[src/rtl/uart8_tx_arbiter_pkg.sv]
// Shared types and helpers for the UART transmit arbiter.
//   arb_state_t : arbiter FSM encodings (idle / holding a byte / frame in flight)
//   idx_w()     : index width for NUM_REQ requesters, never less than 1 bit
package uart8_tx_arbiter_pkg;

  typedef enum logic [1:0] {
    ARB_IDLE   = 2'd0,
    ARB_HOLD   = 2'd1,
    ARB_FLIGHT = 2'd2
  } arb_state_t;

  localparam int BYTE_W = 8;

  function automatic int idx_w(input int n);
    return (n > 1) ? $clog2(n) : 1;
  endfunction

endpackage

[src/rtl/uart8_tx_arbiter_rr_picker.sv]
// Combinational round-robin select.
//   mask : eligible requesters
//   ptr  : highest-priority index this round
//   gnt  : one-hot winner (zero when nothing eligible)
//   idx  : winner index
//   any  : at least one requester eligible
module rr_picker
  import uart8_tx_arbiter_pkg::*;
#(
  parameter int N  = 4,
  parameter int IW = idx_w(N)
) (
  input  logic [N-1:0]  mask,
  input  logic [IW-1:0] ptr,
  output logic [N-1:0]  gnt,
  output logic [IW-1:0] idx,
  output logic          any
);

  logic [2*N-1:0] dbl;
  logic [N-1:0]   rot;
  logic [IW:0]    off;
  logic [IW:0]    sum;

  // Rotate so ptr lands at bit 0, take the lowest set bit, then map the
  // offset back to an absolute index with a single wrap.
  always_comb begin
    dbl = {mask, mask} >> ptr;
    rot = dbl[N-1:0];
    any = 1'b0;
    off = '0;
    for (int k = N - 1; k >= 0; k--) begin
      if (rot[k]) begin
        any = 1'b1;
        off = (IW+1)'(k);
      end
    end
    sum = {1'b0, ptr} + off;
    if (sum >= (IW+1)'(N)) sum = sum - (IW+1)'(N);
    idx = sum[IW-1:0];
    gnt = any ? (N'(1) << idx) : '0;
  end

endmodule

[src/rtl/uart8_tx_arbiter.sv]
// Round-robin front end sharing one Uart8Transmitter among NUM_REQ producers.
// Runs on the baud clock, holds one byte and drives the transmitter directly.
//   clk, rst            : baud clock, async active-high reset
//   en                  : block enable (0 drops held byte, clears lock)
//   req_valid/data/last : per-requester byte offer, data byte i at [8i+7:8i]
//   req_ready           : one-hot 1-cycle capture pulse
//   grant_id            : requester of the most recently captured byte
//   tx_en/start/data    : to transmitter en/start/in
//   tx_busy/tx_done     : from transmitter busy/done
//   idle                : nothing held and no frame in flight
module uart8_tx_arbiter
  import uart8_tx_arbiter_pkg::*;
#(
  parameter int  NUM_REQ      = 4,
  parameter bit  LOCK_PACKETS = 1'b1,
  localparam int IW           = idx_w(NUM_REQ)
) (
  input  logic                  clk,
  input  logic                  rst,
  input  logic                  en,
  input  logic [NUM_REQ-1:0]    req_valid,
  input  logic [8*NUM_REQ-1:0]  req_data,
  input  logic [NUM_REQ-1:0]    req_last,
  output logic [NUM_REQ-1:0]    req_ready,
  output logic [IW-1:0]         grant_id,
  output logic                  tx_en,
  output logic                  tx_start,
  output logic [7:0]            tx_data,
  input  logic                  tx_busy,
  input  logic                  tx_done,
  output logic                  idle
);

  arb_state_t          state, state_n;
  logic                start_n;
  logic [7:0]          data_n;
  logic [NUM_REQ-1:0]  ready_n;
  logic [IW-1:0]       gid_n;
  logic [IW-1:0]       ptr, ptr_n;
  logic                lock_on, lock_on_n;
  logic [IW-1:0]       lock_id, lock_id_n;
  logic                pb, pd;

  logic [NUM_REQ-1:0]  lock_mask, elig, pick_gnt;
  logic [IW-1:0]       pick_idx;
  logic                pick_any;
  logic                accept, room, cap;

  // Busy rising from idle, or busy held while done falls (chained frame),
  // marks the transmitter latching the held byte. tx_start doubles as the
  // "register full" flag.
  assign accept = tx_start & tx_busy & ~tx_done & (~pb | pd);

  // A requester whose ready pulse is out this cycle is mid-handshake; its
  // valid still shows the byte already taken, so it must not win again.
  assign lock_mask = lock_on ? (NUM_REQ'(1) << lock_id) : '1;
  assign elig      = req_valid & ~req_ready & lock_mask;

  rr_picker #(.N(NUM_REQ), .IW(IW)) u_pick (
    .mask (elig),
    .ptr  (ptr),
    .gnt  (pick_gnt),
    .idx  (pick_idx),
    .any  (pick_any)
  );

  // Register is free in IDLE/FLIGHT, or in HOLD on the cycle it is accepted.
  assign room = (state == ARB_IDLE) | (state == ARB_FLIGHT) | ((state == ARB_HOLD) & accept);
  assign cap  = en & room & pick_any;

  always_comb begin
    state_n   = state;
    start_n   = tx_start;
    data_n    = tx_data;
    ready_n   = '0;
    gid_n     = grant_id;
    ptr_n     = ptr;
    lock_on_n = lock_on;
    lock_id_n = lock_id;
    if (!en) begin
      state_n   = ARB_IDLE;
      start_n   = 1'b0;
      lock_on_n = 1'b0;
    end else begin
      if (accept) start_n = 1'b0;
      case (state)
        ARB_HOLD:   if (accept) state_n = ARB_FLIGHT;
        ARB_FLIGHT: if (!tx_busy) state_n = ARB_IDLE;
        ARB_IDLE:   state_n = ARB_IDLE;
        default:    state_n = ARB_IDLE;
      endcase
      if (cap) begin
        state_n = ARB_HOLD;
        start_n = 1'b1;
        data_n  = req_data[{pick_idx, 3'b000} +: 8];
        ready_n = pick_gnt;
        gid_n   = pick_idx;
        ptr_n   = (pick_idx == IW'(NUM_REQ - 1)) ? '0 : pick_idx + IW'(1);
        if (LOCK_PACKETS) begin
          lock_on_n = ~req_last[pick_idx];
          lock_id_n = pick_idx;
        end
      end
    end
  end

  always_ff @(posedge clk or posedge rst) begin
    if (rst) begin
      state     <= ARB_IDLE;
      tx_start  <= 1'b0;
      tx_data   <= '0;
      req_ready <= '0;
      grant_id  <= '0;
      ptr       <= '0;
      lock_on   <= 1'b0;
      lock_id   <= '0;
      tx_en     <= 1'b0;
      pb        <= 1'b0;
      pd        <= 1'b0;
    end else begin
      state     <= state_n;
      tx_start  <= start_n;
      tx_data   <= data_n;
      req_ready <= ready_n;
      grant_id  <= gid_n;
      ptr       <= ptr_n;
      lock_on   <= lock_on_n;
      lock_id   <= lock_id_n;
      tx_en     <= en;
      pb        <= tx_busy;
      pd        <= tx_done;
    end
  end

  assign idle = (state == ARB_IDLE);

endmodule
[config.mk]
export PLATFORM = sky130hd
export DESIGN_NAME = uart8_tx_arbiter
export DESIGN_NICKNAME = d
export VERILOG_FILES = /design/src/rtl/uart8_tx_arbiter_pkg.sv /design/src/rtl/uart8_tx_arbiter_rr_picker.sv /design/src/rtl/uart8_tx_arbiter.sv
export SDC_FILE = /design/constraint.sdc
export NUM_CORES = 1
export LEC_CHECK = 0
export ABC_AREA = 1
export CORE_MARGIN = 2
export CORE_UTILIZATION = 43
export CTS_CLUSTER_DIAMETER = 80
export DETAILED_ROUTE_END_ITERATION = 12
export PLACE_DENSITY = 0.82
export SYNTH_ARGS = -nofsm -noshare
export SYNTH_HDL_FRONTEND = slang
export SYNTH_SLANG_ARGS = --single-unit
export TNS_END_PERCENT = 50
[constraint.sdc]
create_clock -name clk -period 2.9 [get_ports clk]
set_input_delay 0.725 -clock clk [delete_from_list [all_inputs] [get_ports clk]]
set_output_delay 0.725 -clock clk [all_outputs]
set_load 0.01 [all_outputs]
==> flow_summary.ini <==
[sta]
relSlewSlack = 0.807
worstMarginPinSlew_ns = 0.289
drv_slew = 0
rsz0062_at_grt = no
report.final.hold_viol_count = 0
setup_tns_ns = 0
fin_skew_ns = 0.00572
max_freq_mhz = 372
setup_viol = 0
post-route-min-period_ns = 2.69
period_share = 0.927

[clock_network]
cts_buffers = 3
cts_tree = built
root_buffer = clkbuf_4
clk_latency_ns = 0.30
clkSinkCount = 23
clk_pin_slew_ns = 0.12
ctsHoldBuffers = 0
clk_path_buf_depth = 2
h-tree-depth = 1
post_cts_buffers = 0
cts_resized = 0

[setup_path]
cp_top_family = simple AND/OR/NAND/NOR gates
crit_buf_inv = 3
cp_slowest_stage_delay_ns = 0.46
path_cells = clkdlybuf4s50_1 -> inv_1 -> nor2_1 -> nand3_1 -> nand3_1 -> nand2_1 -> a31oi_1 -> nor2_1 -> ha_1 -> xor2_1 -> inv_1 -> nand3_2 -> nand2_4 -> ha_1 -> nand2_1 -> o21ai_0
crit_arrival_ns = 2.87
cp-start-kind = input pin
required_ns = 3.09
path_class = input pin to register
slowest_stage = clkdlybuf4s50_1
cp_max_fo = 3
end_kind = register

[power_and_ir_drop]
p_comb_frac = 0.774
power_density_mw_per_mm2 = 1350
cellLeakagePower_uw = 0.00111
switchingPower_uw = 1440
finalPower_uw = 3070
p_sw_frac = 0.471
seq_power_share = 0.180
peakVddDrop_uv = 673
clkPwrFrac = 0.046
p_int_uw = 1620

[placement]
gp_congestion = 0.865
hpwl_um = 2750
portBuffers = 61
dpl_cell_area_mm2 = 0.00225

[finish]
antennaDiodeCount = 0
seq_area_um2 = 576
fin_area_mm2 = 0.00227
fill_cells = 312
multi_input_area_um2 = 827
drive_above_1_share = 0.181
area_growth_pct = 46.0
nNetsFinal = 307
finish.utilization = 0.666

[routing]
remaining_drc_errors = 0
wirelength_um = 3350
vias = 1443
routedWlPerCell_um = 11.0
firstDrtPassIters = 4
first_iter_violations = 61
viasPerCell = 4.73
detail-route-antenna-nets = 0

[floorplan]
die_w_um = 64.2
die-area_mm2 = 0.00412
rows = 21
ioPinCount = 62
core_mm2 = 0.00342
die_y_um = 64.2
initial_core_util = 0.456

[outcome]
status = completed

[grt]
grt_usage = 0.178
grt.overflow.total = 0
grt_max_degree = 24
grt_pass1_wl_um = 5910
grt_pass1_vias = 1433
antenna_found_initial = 0

[logic_synthesis]
avgSynthCellArea_um2 = 8.24
async_reset_ff_frac = 1.00
synth-simple-area-share = 0.363
synth_fa_ha_area_frac = 0.0161
synth_edf_count = 0
synthFlopType = dfrtp_1
synth_fp_nets = 236
synth_xor_area_frac = 0.00562
yosysWarnings = 0
synth_area_leaders = dfrtp_1 37%, nand2_1 11%, mux2i_1 10%, nand3_1 8.0%, nand2_2 6.4%
synth_area_leader_cell = dfrtp_1
ys_top_cells_by_count = 45 x nand2_1, 25 x nand3_1, 23 x dfrtp_1
synthesis.area_mm2 = 0.00156
synth_cell_type_count = 28
synthCells = 189
yosysTopAreaCellShare = 0.369
muxShareOfSynthArea = 0.103
synth_compound_area_frac = 0.0434
ys_seq_area_frac = 0.369
ys_ff_latch = 23
synth_most_common_cell = nand2_1
synth_top_family_by_area = simple AND/OR/NAND/NOR gates

[worst_hold_path]
hp-class = register to register

[job]
max_cap_viol_count = 0
cell usage in the layout, fill, tap and decap left out, types with 2 or more instances in the layout:
cell	synthesis	routed
nand2_2	16	16
dfrtp_1	23	23
nand3_1	25	25
nand2_4	2	2
ha_1	2	2
mux2i_1	16	16
nand3_2	8	8
clkdlybuf4s50_1	0	61
nand2_1	45	45
buf_4	1	11
clkbuf_4	0	3
inv_1	17	17
nor2_1	11	11
o21ai_0	5	5
metrics by stage:
stage	hold WS, ns	std cells	setup WS (ns)
after global routing	0.539	305	0.0119
after detailed placement	0.465	301	-0.104
after CTS	0.505	305	0.210
after floorplan	0.514	189	0.351
final	0.506	305	0.212
after global placement	0.471	301	-0.0429
registers in the layout, summed over array words and instances (netlist names):
| signal | cells |
|---|---|
| pb | 1 |
| req_ready | 4 |
| tx_start | 1 |
| lock_id | 2 |
| pd | 1 |
| tx_en | 1 |
| state | 2 |
| lock_on | 1 |
| ptr | 2 |
| tx_data | 8 |
worst min-delay path, cell delays in order (launching register included):
cell	delay, ns
dfrtp_1	0.36
nand2_1	0.07
nand2_2	0.06
path summary, 6_finish.rpt:
| check | startpoint | end | slack [ns] | depth (start not counted) |
|---|---|---|---|---|
| setup / recovery | req_valid[1] | ptr[1] | 0.21 | 16 |
| hold / removal | tx_data[1] | tx_data[1] | 0.51 | 2 |
| setup reg to reg | lock_id[0] | ptr[1] | 0.65 | 14 |
| hold reg to reg | tx_data[1] | tx_data[1] | 0.51 | 2 |
| max in group asynchronous | rst | req_ready[3] | 1.93 | 3 |
| min in group asynchronous | rst | pd | 0.74 | 3 |
routing by layer:
layer	part of all wire	wire [µm]	track usage
met5	0	0	0
met4	0.0042	14	0.0399
met2	0.47	1560	0.293
met1	0.46	1540	0.239
met3	0.070	234	0.0387
power by group through the flow:
stage | registers [µW] | clock network (µW) | logic [µW]
after floorplan | 584 | 0 | 1740
after global placement | 559 | 0 | 2370
after detailed placement | 557 | 0 | 2400
after CTS | 552 | 145 | 2410
after global routing | 567 | 163 | 2650
final | 552 | 140 | 2370
cell families after synthesis:
family                     Yosys count
AOI/OAI and AO/OA                   11
xor gates and xnor gates             1
adders and majority gates            2
buffers and inverters               26
DFF                                 23
muxes                               16
and+or+nand+nor                    110
final cells by class:
cell class / count / share of cell area
tap: 46 / 0.0253
sequential: 23 / 0.253
timing repair buffer: 73 / 0.314
clock inverter: 1 / 0.00220
clock buffer: 3 / 0.00990
multi-input combinational: 140 / 0.364
inverter: 19 / 0.0325
(Power assumes the default switching activity.)
